===== src/rtl/uart_tx_sched_pkg.sv =====
// Shared definitions for the UART TX request scheduler.
// Contents:
//   - Gray-coded FSM state constants. Adjacent transitions flip one bit.
//   - Default start-of-frame timeout, in clock cycles.
package uart_tx_sched_pkg;

  localparam logic [1:0] ST_IDLE      = 2'b00;
  localparam logic [1:0] ST_ISSUE     = 2'b01;
  localparam logic [1:0] ST_WAIT_BUSY = 2'b11;
  localparam logic [1:0] ST_WAIT_DONE = 2'b10;

  localparam int DEFAULT_BUSY_TIMEOUT = 16;

endpackage


===== src/rtl/uart_tx_sched_rr_arbiter.sv =====
// Combinational round-robin arbiter.
// Ports:
//   req_i  - request vector, one bit per requester
//   ptr_i  - index of the highest-priority requester for this round
//   gnt_o  - one-hot grant, all zero when there is no request
//   idx_o  - encoded index of the granted requester
//   any_o  - at least one request is pending
module uart_tx_sched_rr_arbiter #(
  parameter int NUM_REQ = 4,
  parameter int IDX_W   = 2
) (
  input  logic [NUM_REQ-1:0] req_i,
  input  logic [IDX_W-1:0]   ptr_i,
  output logic [NUM_REQ-1:0] gnt_o,
  output logic [IDX_W-1:0]   idx_o,
  output logic               any_o
);

  // Requests at or above the pointer. If any exist, the lowest of them wins.
  // Otherwise the scan wraps, and the lowest request overall wins.
  logic [NUM_REQ-1:0] req_hi;
  logic [NUM_REQ-1:0] sel;

  genvar gi;
  generate
    for (gi = 0; gi < NUM_REQ; gi++) begin : g_mask
      assign req_hi[gi] = req_i[gi] & (gi >= int'(ptr_i));
    end
  endgenerate

  always_comb begin
    sel   = (|req_hi) ? req_hi : req_i;
    gnt_o = '0;
    idx_o = '0;
    // Scan downward so the lowest selected index is written last.
    for (int i = NUM_REQ - 1; i >= 0; i--) begin
      if (sel[i]) begin
        gnt_o    = '0;
        gnt_o[i] = 1'b1;
        idx_o    = IDX_W'(i);
      end
    end
  end

  assign any_o = |req_i;

endmodule


===== src/rtl/uart_tx_sched.sv =====
// Round-robin scheduler that shares one UART TX datapath among NUM_REQ requesters.
// Operation:
//   - Picks a requester and latches its byte and parity configuration.
//   - Issues the frame with a one-cycle TX_DATA_VALID strobe.
//   - Follows TX_BUSY through the frame.
//   - Reports DONE to the owner, or ERR_TIMEOUT if TX never went busy.
// Ports:
//   CLK, RST          - clock, synchronous active-high reset
//   REQ               - per-requester request level, held until GNT
//   REQ_DATA          - packed bytes; requester i uses [i*DATA_WIDTH +: DATA_WIDTH]
//   REQ_PAR_EN/TYP    - per-requester parity enable and type (1 = odd)
//   GNT, DONE         - one-hot single-cycle pulses to the owning requester
//   ERR_TIMEOUT       - single-cycle pulse; TX_BUSY never rose after issue
//   ACTIVE_ID         - index of the current or most recent owner
//   SCHED_BUSY        - high whenever the scheduler is not idle
//   TX_P_DATA/PAR_*   - latched frame contents for the TX core
//   TX_DATA_VALID     - single-cycle issue strobe
//   TX_BUSY           - TX core busy flag
import uart_tx_sched_pkg::*;

module uart_tx_sched #(
  parameter int NUM_REQ      = 4,
  parameter int DATA_WIDTH   = 8,
  parameter int BUSY_TIMEOUT = DEFAULT_BUSY_TIMEOUT
) (
  input  logic                          CLK,
  input  logic                          RST,
  input  logic [NUM_REQ-1:0]            REQ,
  input  logic [NUM_REQ*DATA_WIDTH-1:0] REQ_DATA,
  input  logic [NUM_REQ-1:0]            REQ_PAR_EN,
  input  logic [NUM_REQ-1:0]            REQ_PAR_TYP,
  output logic [NUM_REQ-1:0]            GNT,
  output logic [NUM_REQ-1:0]            DONE,
  output logic                          ERR_TIMEOUT,
  output logic [$clog2(NUM_REQ)-1:0]    ACTIVE_ID,
  output logic                          SCHED_BUSY,
  output logic [DATA_WIDTH-1:0]         TX_P_DATA,
  output logic                          TX_PAR_EN,
  output logic                          TX_PAR_TYP,
  output logic                          TX_DATA_VALID,
  input  logic                          TX_BUSY
);

  localparam int IW = $clog2(NUM_REQ);
  localparam int CW = $clog2(BUSY_TIMEOUT + 1);

  logic [1:0]            state_q, state_d;
  logic [IW-1:0]         ptr_q, ptr_d;
  logic [IW-1:0]         active_id_q, active_id_d;
  logic [CW-1:0]         cnt_q, cnt_d;
  logic [DATA_WIDTH-1:0] tx_data_q, tx_data_d;
  logic                  tx_par_en_q, tx_par_en_d;
  logic                  tx_par_typ_q, tx_par_typ_d;
  logic                  valid_q, valid_d;
  logic [NUM_REQ-1:0]    gnt_q, gnt_d;
  logic [NUM_REQ-1:0]    done_q, done_d;
  logic                  err_q, err_d;

  // Unpack the requester bytes so the winner's byte can be selected by index.
  logic [DATA_WIDTH-1:0] req_byte [NUM_REQ];

  genvar gi;
  generate
    for (gi = 0; gi < NUM_REQ; gi++) begin : g_bytes
      assign req_byte[gi] = REQ_DATA[gi*DATA_WIDTH +: DATA_WIDTH];
    end
  endgenerate

  logic [NUM_REQ-1:0] arb_gnt;
  logic [IW-1:0]      arb_idx;
  logic               arb_any;

  uart_tx_sched_rr_arbiter #(
    .NUM_REQ (NUM_REQ),
    .IDX_W   (IW)
  ) u_arb (
    .req_i (REQ),
    .ptr_i (ptr_q),
    .gnt_o (arb_gnt),
    .idx_o (arb_idx),
    .any_o (arb_any)
  );

  // A busy TX in IDLE is a foreign or leftover frame, so it blocks arbitration.
  logic arb_fire;
  assign arb_fire = (state_q == ST_IDLE) && arb_any && !TX_BUSY;

  // Saturating increment. The timeout fires on the edge where the count
  // becomes BUSY_TIMEOUT-1, so ERR_TIMEOUT appears BUSY_TIMEOUT cycles after
  // the issue strobe.
  logic [CW-1:0] cnt_inc;
  logic          timeout_hit;
  assign cnt_inc     = (cnt_q == CW'(BUSY_TIMEOUT)) ? cnt_q : cnt_q + 1'b1;
  assign timeout_hit = !TX_BUSY && (cnt_inc == CW'(BUSY_TIMEOUT - 1));

  // State register.
  always_ff @(posedge CLK) begin
    if (RST) begin
      state_q <= ST_IDLE;
    end else begin
      state_q <= state_d;
    end
  end

  // Next-state logic.
  always_comb begin
    state_d = state_q;
    case (state_q)
      ST_IDLE:      if (arb_fire) state_d = ST_ISSUE;
      ST_ISSUE:     state_d = ST_WAIT_BUSY;
      ST_WAIT_BUSY: begin
        if (TX_BUSY)          state_d = ST_WAIT_DONE;
        else if (timeout_hit) state_d = ST_IDLE;
      end
      ST_WAIT_DONE: if (!TX_BUSY) state_d = ST_IDLE;
      default:      state_d = ST_IDLE;
    endcase
  end

  // Output and datapath next-values. Pulses are computed one edge early and
  // registered, so each one is visible in the cycle of the matching state.
  always_comb begin
    ptr_d        = ptr_q;
    active_id_d  = active_id_q;
    cnt_d        = cnt_q;
    tx_data_d    = tx_data_q;
    tx_par_en_d  = tx_par_en_q;
    tx_par_typ_d = tx_par_typ_q;
    valid_d      = 1'b0;
    gnt_d        = '0;
    done_d       = '0;
    err_d        = 1'b0;
    case (state_q)
      ST_IDLE: begin
        if (arb_fire) begin
          tx_data_d    = req_byte[arb_idx];
          tx_par_en_d  = REQ_PAR_EN[arb_idx];
          tx_par_typ_d = REQ_PAR_TYP[arb_idx];
          active_id_d  = arb_idx;
          ptr_d        = (arb_idx == IW'(NUM_REQ - 1)) ? '0 : arb_idx + 1'b1;
          valid_d      = 1'b1;
          gnt_d        = arb_gnt;
        end
      end
      ST_ISSUE: cnt_d = '0;
      ST_WAIT_BUSY: begin
        if (!TX_BUSY) begin
          cnt_d = cnt_inc;
          err_d = timeout_hit;
        end
      end
      ST_WAIT_DONE: begin
        if (!TX_BUSY) done_d[active_id_q] = 1'b1;
      end
      default: ;
    endcase
  end

  // Datapath and output registers.
  always_ff @(posedge CLK) begin
    if (RST) begin
      ptr_q        <= '0;
      active_id_q  <= '0;
      cnt_q        <= '0;
      tx_data_q    <= '0;
      tx_par_en_q  <= 1'b0;
      tx_par_typ_q <= 1'b0;
      valid_q      <= 1'b0;
      gnt_q        <= '0;
      done_q       <= '0;
      err_q        <= 1'b0;
    end else begin
      ptr_q        <= ptr_d;
      active_id_q  <= active_id_d;
      cnt_q        <= cnt_d;
      tx_data_q    <= tx_data_d;
      tx_par_en_q  <= tx_par_en_d;
      tx_par_typ_q <= tx_par_typ_d;
      valid_q      <= valid_d;
      gnt_q        <= gnt_d;
      done_q       <= done_d;
      err_q        <= err_d;
    end
  end

  assign GNT           = gnt_q;
  assign DONE          = done_q;
  assign ERR_TIMEOUT   = err_q;
  assign ACTIVE_ID     = active_id_q;
  assign SCHED_BUSY    = (state_q != ST_IDLE);
  assign TX_P_DATA     = tx_data_q;
  assign TX_PAR_EN     = tx_par_en_q;
  assign TX_PAR_TYP    = tx_par_typ_q;
  assign TX_DATA_VALID = valid_q;

endmodule

===== config.mk =====
export PLATFORM = sky130hd
export DESIGN_NAME = uart_tx_sched
export DESIGN_NICKNAME = d
export VERILOG_FILES = /design/src/rtl/uart_tx_sched_pkg.sv /design/src/rtl/uart_tx_sched_rr_arbiter.sv /design/src/rtl/uart_tx_sched.sv
export SDC_FILE = /design/constraint.sdc
export NUM_CORES = 1
export LEC_CHECK = 0
export CORE_MARGIN = 2
export CORE_UTILIZATION = 28
export CTS_CLUSTER_DIAMETER = 100
export CTS_CLUSTER_SIZE = 12
export DETAILED_ROUTE_END_ITERATION = 10
export GPL_TIMING_DRIVEN = 0
export SLEW_MARGIN = 5
export SYNTH_ARGS = -nofsm -noshare
export SYNTH_HDL_FRONTEND = slang
export SYNTH_HIERARCHICAL = 1
export SYNTH_SLANG_ARGS = --single-unit

===== constraint.sdc =====
create_clock -name CLK -period 2.41 [get_ports CLK]
set_input_delay 0.482 -clock CLK [delete_from_list [all_inputs] [get_ports CLK]]
set_output_delay 0.482 -clock CLK [all_outputs]
set_load 0.01 [all_outputs]

==> results of run 1 <==
==> routing by layer <==
metal  global-route usage (%)  up-vias  share of wire, %
li1                         -      845                 -
met1                    15.38      757                46
met2                    19.56       51                46
met3                    4.352        4               6.9
met4                    4.399        0               1.5
met5                        0        -                 0
==> final timing paths <==
| check | cells after the start | end | startpoint | slack [ns] |
|---|---|---|---|---|
| hold / removal | 2 | TX_P_DATA[5] | TX_P_DATA[5] | 0.46 |
| setup reg to reg | 8 | TX_P_DATA[6] | ptr_q[1] | 0.24 |
| setup / recovery | 7 | TX_P_DATA[6] | REQ[3] | 0.19 |
| hold reg to reg | 2 | TX_P_DATA[5] | TX_P_DATA[5] | 0.46 |
==> power groups by stage <==
stage / clock network [uW] / logic (uW) / registers (uW)
detailed placement: 0 / 361 / 569
finish: 528 / 358 / 558
global placement: 0 / 359 / 569
global route: 567 / 394 / 561
floorplan: 0 / 196 / 577
CTS: 541 / 364 / 558
==> placed cells by master (no fill, tap or decap), types with 2 or more instances in the layout <==
cell type	netlist	layout
a21oi_1	23	22
ha_1	4	4
o221a_2	2	2
nor3b_1	2	2
nand2_2	2	2
nor4_1	2	2
and2_1	5	5
clkbuf_1	3	3
dfxtp_1	31	31
a21boi_0	2	2
mux4_2	10	10
clkbuf_8	0	6
buf_6	2	2
nor2_1	14	14
nand2b_1	2	2
clkdlybuf4s50_1	0	66
nand2_1	36	36
a21oi_2	1	2
inv_1	6	6
nand4b_1	2	2
inv_2	2	2
buf_4	3	3
o21ai_0	5	5
a22oi_1	4	4
buf_2	6	6
nor2b_1	3	3
==> area by class of cell <==
type | count | area [um^2] | area share [%]
clock buffers | 6 | 82.58 | 3.110
flip-flops and latches | 31 | 620.6 | 23.37
clock inverters | 2 | 35.03 | 1.320
plain buffers | 14 | 86.33 | 3.252
inverters | 8 | 30.03 | 1.131
well taps | 77 | 96.34 | 3.629
repair buffers | 66 | 660.6 | 24.88
multi-input cells | 144 | 1044 | 39.30
==> metrics by stage <==
step,total power (uW),utilization [%]
global route,1523,42.54
finish,1444,42.54
floorplan,772.8,-
detailed placement,930.9,40.60
CTS,1463,42.54
global placement,928.3,40.60
==> worst max-delay path: stages <==
cell	delay [ns]
clkdlybuf4s50_1	0.58
o22ai_1	0.11
a21oi_2	0.26
buf_4	0.28
mux4_2	0.52
nand2_1	0.08
a21oi_1	0.05
==> repair_timing <==
action / 4_1_cts / 5_1_grt
setup endpoints to repair: 3 / 0
gates resized for setup: 1 / 0
hold buffers: 0 / 0
==> kinds of logic (layout without fill, tap and decap cells) <==
logic type      count (synthesis)  count (layout)
flops                          31              31
buf+inv                        22              96
xor+xnor                        1               1
mux                            12              12
simple gates                   79              79
compound gates                 48              48
fa+ha+maj                       4               4
==> flip-flops by register name, indices dropped and copies added (netlist names), 2 cells and up <==
signal / count
TX_P_DATA: 8
cnt_q: 5
DONE: 4
GNT: 4
ACTIVE_ID: 2
ptr_q: 2
state_q: 2
==> impl_metrics.yaml, run 1 <==
synth:
  synth_common_cells: "nand2_1 (36), dfxtp_1 (31), a21oi_1 (23), nor2_1 (14), mux4_2 (10)"
  syn_inst: 197
  synth_cell_types: 49
  synth_top_family_by_area: "simple AND/OR/NAND/NOR gates"
  synth_area_leader_cell: "dfxtp_1"
  synth.avg_cell_area_um2: 9.019
  synthFlopType: "dfxtp_1"
  synth-simple-area-share_pct: 23.10
  yosys-top-cells-area: "dfxtp_1 (35%), mux4_2 (13%), nand2_1 (7.6%)"
  yosys.area.top_type_share_pct: 34.93
  synth_edf_count: 0
  ys_warn_count: 6
  synthAdderAreaFrac_pct: 2.817
  synth_compound_area_share_pct: 18.24
  yosysMostFrequentCell: "nand2_1"
  syn_area_um2: 1777
  synth-seq-area-share_pct: 34.93
  async_flop_share_pct: 0
  syn_nets: 248
  synth_mux_area_share_pct: 13.87
  ys_ff_latch: 31
  synth_xor_area_share_pct: 0.4930
power:
  p_switching_uw: 360.9
  combPwrFrac_pct: 24.8
  power_frac_clock_pct: 36.6
  power_density_nw_per_um2: 543.7
  p_int_uw: 1083
  pwr-share-seq_pct: 38.6
  power_leakage_uw: 0.0009783
  ir_worst_vdd_mv: 0.2658
  switching_share_pct: 25.00
finish:
  drive_gt1_share_pct: 16.61
  syn2layout_area_growth_pct: 49.44
  instances_no_fill: 348
  num-fill-cells: 627
  antenna_cells: 0
  finalInstanceArea_um2: 2655
  final_nets: 321
placed_design:
  io_buffers: 66
  postPlaceCellArea_um2: 2534
  routabilityCongestion: 0.7941
  placedCellCount: 340
  pre_cts_ws_ns: -0.3051
  dp_hpwl_um: 3207
worst_setup_path:
  start_kind: "primary input"
  path_max_fanout: 10
  cp-end-kind: "flip-flop"
  path_class: "in -> reg"
  arrival_ns: 2.37
  cp.required_ns: 2.56
flow_run:
  drv_cap: 0
clock_network:
  root_buffer: "clkbuf_8"
  cts_max_level: 2
  clock_sinks: 31
  cts_buffers: 5
  post_cts_buffers: 0
  cts_tree: "yes"
  path_clk_slew_ns: 0.07
  clock_latency_ns: 0.28
  clock_path_buffers: 2
die:
  rows: 29
  start_util_pct: 28.47
  die-area_um2: 6998
  core_area_um2: 6241
  num_io_pins: 70
  die-width_um: 83.66
  die_y_um: 83.66
sta:
  fin_crit_ns: 2.219
  rsz0062_at_grt: "false"
  slew_violations: 0
  max_slew_margin_pct: 63.85
  finalSetupViolCount: 0
  fin_tns_setup_ns: 0
  timing.hold.ws_ns: 0.4553
  max_freq_mhz: 450.7
  clock-skew-final_ns: 0.005310
  hold_violations: 0
  layout_setup_ws_ns: 0.1913
  worst_slew_pin_slew_ns: 0.5422
  fin_crit_sh_pct: 92.06
routing:
  firstDrtPassIters: 4
  ant_nets: 0
  first_iter_violations: 42
  vias: 1657
  wire_per_inst_um: 11.91
  via_per_inst: 4.761
  drc: 0
  drt-total-wl_um: 4144
grt:
  grt_usage_pct: 12.29
  grt_max_degree: 11
  grt_antenna_before_repair: 0
  grt_pass1_vias: 1537
  gr-total-overflow: 0
  grt_pass1_wl_um: 7093
status:
  status: "finished clean"
hold_path:
  min_path_type: "reg -> reg"
No activity file was read; power rests on OpenSTA's default activity.
==> inputs of run 2 (changes only) <==
Settings changed: CORE_MARGIN 2 to unset.
==> impl_metrics.yaml, run 2 (same netlist as run 1, synthesis figures left out) <==
die:
  num_io_pins: 70
  die-area_um2: 6668
  rows: 28
  die-width_um: 81.66
  start_util_pct: 29.49
  core_area_um2: 6026
  die_y_um: 81.66
sta:
  max_slew_margin_pct: 61.83
  worst_slew_pin_slew_ns: 0.5726
  finalSetupViolCount: 0
  max_freq_mhz: 449.9
  fin_crit_ns: 2.223
  rsz0062_at_grt: "false"
  slew_violations: 0
  hold_violations: 0
  fin_crit_sh_pct: 92.23
  clock-skew-final_ns: 0.007411
worst_setup_path:
  timing.rr.start: "ptr_q[1]"
  cp_slowest_cell: "clkdlybuf4s50_1"
  path_max_fanout: 10
  startpoint: "REQ[3]"
  path_cells: "clkdlybuf4s50_1 > inv_1 > o2bb2a_4 > clkbuf_1 > mux4_2 > nand2_1 > a21oi_1"
  start_kind: "primary input"
  cp.required_ns: 2.55
  max_stage_delay_ns: 0.58
  arrival_ns: 2.37
  cp-end-kind: "flip-flop"
  path_class: "in -> reg"
clock_network:
  clock_sinks: 31
  root_buffer: "clkbuf_8"
  cts_buffers: 5
  cts_tree: "yes"
  clock_latency_ns: 0.28
  path_clk_slew_ns: 0.06
  cts_hold_buf: 0
  cts_max_level: 2
  clock_path_buffers: 2
hold_path:
  hp-start: "TX_P_DATA[7]"
  min_path_type: "reg -> reg"
placed_design:
  postPlaceCellArea_um2: 2531
  routabilityCongestion: 0.7454
  io_buffers: 66
  dp_hpwl_um: 3247
routing:
  wire_per_inst_um: 12.11
  via_per_inst: 4.793
  first_iter_violations: 90
  vias: 1668
  drc: 0
  firstDrtPassIters: 4
  ant_nets: 0
  drt-total-wl_um: 4213
grt:
  grt_antenna_before_repair: 0
  grt_pass1_vias: 1533
  grt_max_degree: 11
  gr-total-overflow: 0
  grt_usage_pct: 13.83
  grt_pass1_wl_um: 7072
finish:
  largest_reg_flops: 8
  drive_gt1_share_pct: 16.85
  final_nets: 324
  fin_util_pct: 44.14
  final_cell_mix: "clkdlybuf4s50_1 (66), nand2_1 (36), dfxtp_1 (31)"
  num-fill-cells: 609
  layout_commonest_cell: "clkdlybuf4s50_1"
  finalInstanceArea_um2: 2660
  antenna_cells: 0
  syn2layout_area_growth_pct: 49.72
power:
  power_leakage_uw: 0.0009835
  ir_worst_vdd_mv: 0.2288
  power_density_nw_per_um2: 530.8
flow_run:
  drv_cap: 0
status:
  status: "finished clean"
==> run 2: cell types whose count changed in the layout (fill, tap and decap cells not counted) <==
| cell | previous run | this run |
|---|---|---|
| buf_4 | 3 | 6 |
| clkbuf_1 | 3 | 4 |
| clkbuf_8 | 6 | 5 |
| clkinv_2 | 1 | 0 |
==> run 2: worst max-delay path: cells and delay by family <==
family,cells,cell delay (ns)
buffers and inverters,3,1.13
muxes,1,0.39
and+or+nand+nor,1,0.08
AOI/OAI and AO/OA,2,0.28
==> run 2: timing repair <==
action | 4_1_cts | 5_1_grt
endpoints found under the setup margin | 8 | 1
resized for setup | 1 | 0
setup buffers | 0 | 3
==> run 2: through the flow <==
stage	TNS [ns]	total power (uW)	hold WS (ns)	cells	setup WS, ns
after floorplan	0	772.8	0.4713	197	0.1969
after global placement	-2.663	930.5	0.4408	338	-0.3226
after detailed placement	-2.616	932.0	0.4488	338	-0.3286
after CTS	0	1418	0.4559	345	0.1260
after global routing	0	1490	0.4855	348	0.04875
final	0	1412	0.4549	348	0.1873
==> run 2: path summary, 6_finish.rpt <==
| path | to | slack (ns) | cells after the start |
|---|---|---|---|
| max | TX_P_DATA[4] | 0.19 | 7 |
| max reg2reg | TX_P_DATA[4] | 0.30 | 8 |
| min reg2reg | TX_P_DATA[7] | 0.45 | 2 |
| min | TX_P_DATA[7] | 0.45 | 2 |
==> run 2: final cells by class <==
class                   instances  area, um^2  share of cell area [%]
multi-input cells             144        1044                   39.23
repair buffers                 69       683.2                   25.68
flip-flops and latches         31       620.6                   23.33
well taps                      75       93.84                   3.528
plain buffers                  14       86.33                   3.246
clock buffers                   6       72.57                   2.728
clock inverters                 1       30.03                   1.129
inverters                       8       30.03                   1.129
==> run 2: report_power, final <==
part / switching [uW] / leakage [uW] / total (uW) / internal [uW]
combinational: 153 / 0.000680 / 369 / 216
clock: 182 / 0.0000513 / 484 / 303
sequential: 17.9 / 0.000252 / 558 / 540
==> run 2: routing by layer <==
metal / track usage (%) / vias to the layer above / part of all wire [%]
li1: - / 848 / -
met1: 17.23 / 756 / 45
met2: 21.75 / 57 / 46
met3: 5.667 / 7 / 8.7
met4: 4.211 / 0 / 1.2
met5: 0 / - / 0
==> inputs of run 3 (changes only) <==
Settings changed: TNS_END_PERCENT set to 30.
==> results of run 3 <==
The final DEF is identical to that of run 2; final timing and power are the same.
==> patch (config.mk and constraints of run 2) <==
Reset style: asynchronous (`RST`), changed in 2 clocked blocks. Comments in the files are not updated.
--- a/src/rtl/uart_tx_sched.sv
+++ b/src/rtl/uart_tx_sched.sv
@@ -94,7 +94,7 @@
   assign timeout_hit = !TX_BUSY && (cnt_inc == CW'(BUSY_TIMEOUT - 1));
 
   // State register.
-  always_ff @(posedge CLK) begin
+  always_ff @(posedge CLK or posedge RST) begin
     if (RST) begin
       state_q <= ST_IDLE;
     end else begin
@@ -157,7 +157,7 @@
   end
 
   // Datapath and output registers.
-  always_ff @(posedge CLK) begin
+  always_ff @(posedge CLK or posedge RST) begin
     if (RST) begin
       ptr_q        <= '0;
       active_id_q  <= '0;
Function: differs if RST is asserted again (counterexample within 4 cycles, from zero or initial values and one cycle with RST high); with RST held inactive, the same outputs for 10 cycles.
==> patch against run 2 <==
  * Sequential cell count unchanged
  * Synthesized cell count down 23%
  * Design area about the same
  * Via count down 13%
  * Hold slack better by 0.027 ns
  * First-iteration DRC count down 51%
  * Clock skew down 0.0028 ns
  * Synthesized area up 2.5%
  * Global-route usage down 0.57 points
  * Worst setup slack worse by 0.066 ns
  * Register-to-register slack worse by 0.15 ns
  * Wire length down 4.5%
  * Critical path type unchanged
  * Highest routed layer unchanged
Power is not compared: it rests on default switching activity, and its combinational part moved more than twofold at a synthesized area within 25%.
==> patch: results <==
[logic_synthesis]
netlist_top_cells_count = dfrtp_1, inv_1, nor2_1
synthArstFlopShare_pct = 100
synth_area_per_cell_um2 = 12.1
syn_nets = 202
yosysSeqAreaShare_pct = 42.6
synth-adder-area-share_pct = 2.75
synth-xor-area-share_pct = 0.962

[layout]
signal_buffers = 77
multi_input_area_um2 = 923
utilization_pct = 42.1
seq_share_pct = 29.2
multi_input_area_share_pct = 34.7
fill_cells = 632
clock_area_share_pct = 3.06
inverters = 11
multi_input_cells = 97

[route]
drt-initial-drc-count = 44
vias = 1450
route.detailed.wl_per_inst_um = 13.4
wl_met3_um = 236
wl_met2_um = 2080
wirelength_met1_um = 1620
wirelength_um = 4020

[timing]
relSlewSlack_pct = 25.9
fin_hold_ws_ns = 0.482
layout_setup_ws_ns = 0.121

[place]
gp_congestion = 0.768
dpl.hpwl_um = 3010
placedCellCount = 294
place_area_um2 = 2580
pre_cts_slack_ns = -0.391

[worst_hold_path]
hold_path_depth = 1
min_from = ACTIVE_ID[0]
min_to = DONE[2]

[worst_setup_path]
r2r_cells = 7
cp-endpoint = TX_P_DATA[7]
arrival_ns = 2.46

[grt]
met1_usage_pct = 15.0
grt_usage_pct = 13.3
grt_pass1_wl_um = 6600
use_met2_pct = 23.6

[status]
status = finished clean
patch: changes by cell type after synthesis, moves of 3 or more:
cell	run 2	this run
a21oi_1	23	8
a22oi_1	4	1
buf_2	6	3
dfrtp_1	0	31
dfxtp_1	31	0
inv_1	6	10
mux2_2	1	5
mux2_4	0	8
nand2_1	36	5
nand3_1	0	3
nor2_1	14	10
patch: logic make-up after synthesis:
family | after synthesis
buf+inv | 23
flops | 31
mux | 26
xor+xnor | 2
fa+ha+maj | 4
simple gates | 34
compound gates | 31
patch: power groups by stage:
stage	registers, mW	logic (mW)	clock network [mW]
2_1_floorplan	0.877	0.760	0
3_3_place_gp	0.835	1.28	0
3_5_place_dp	0.839	1.30	0
4_1_cts	0.830	1.31	0.407
5_1_grt	0.854	1.40	0.434
6_report	0.828	1.28	0.386
patch: worst register-to-register path, stage by stage (launching register included):
cell and delay, ns:
dfrtp_1 0.40, buf_6 0.17, mux2i_1 0.18, o22ai_1 0.10, a21oi_2 0.27, buf_6 0.23, mux4_2 0.52, mux2_4 0.27
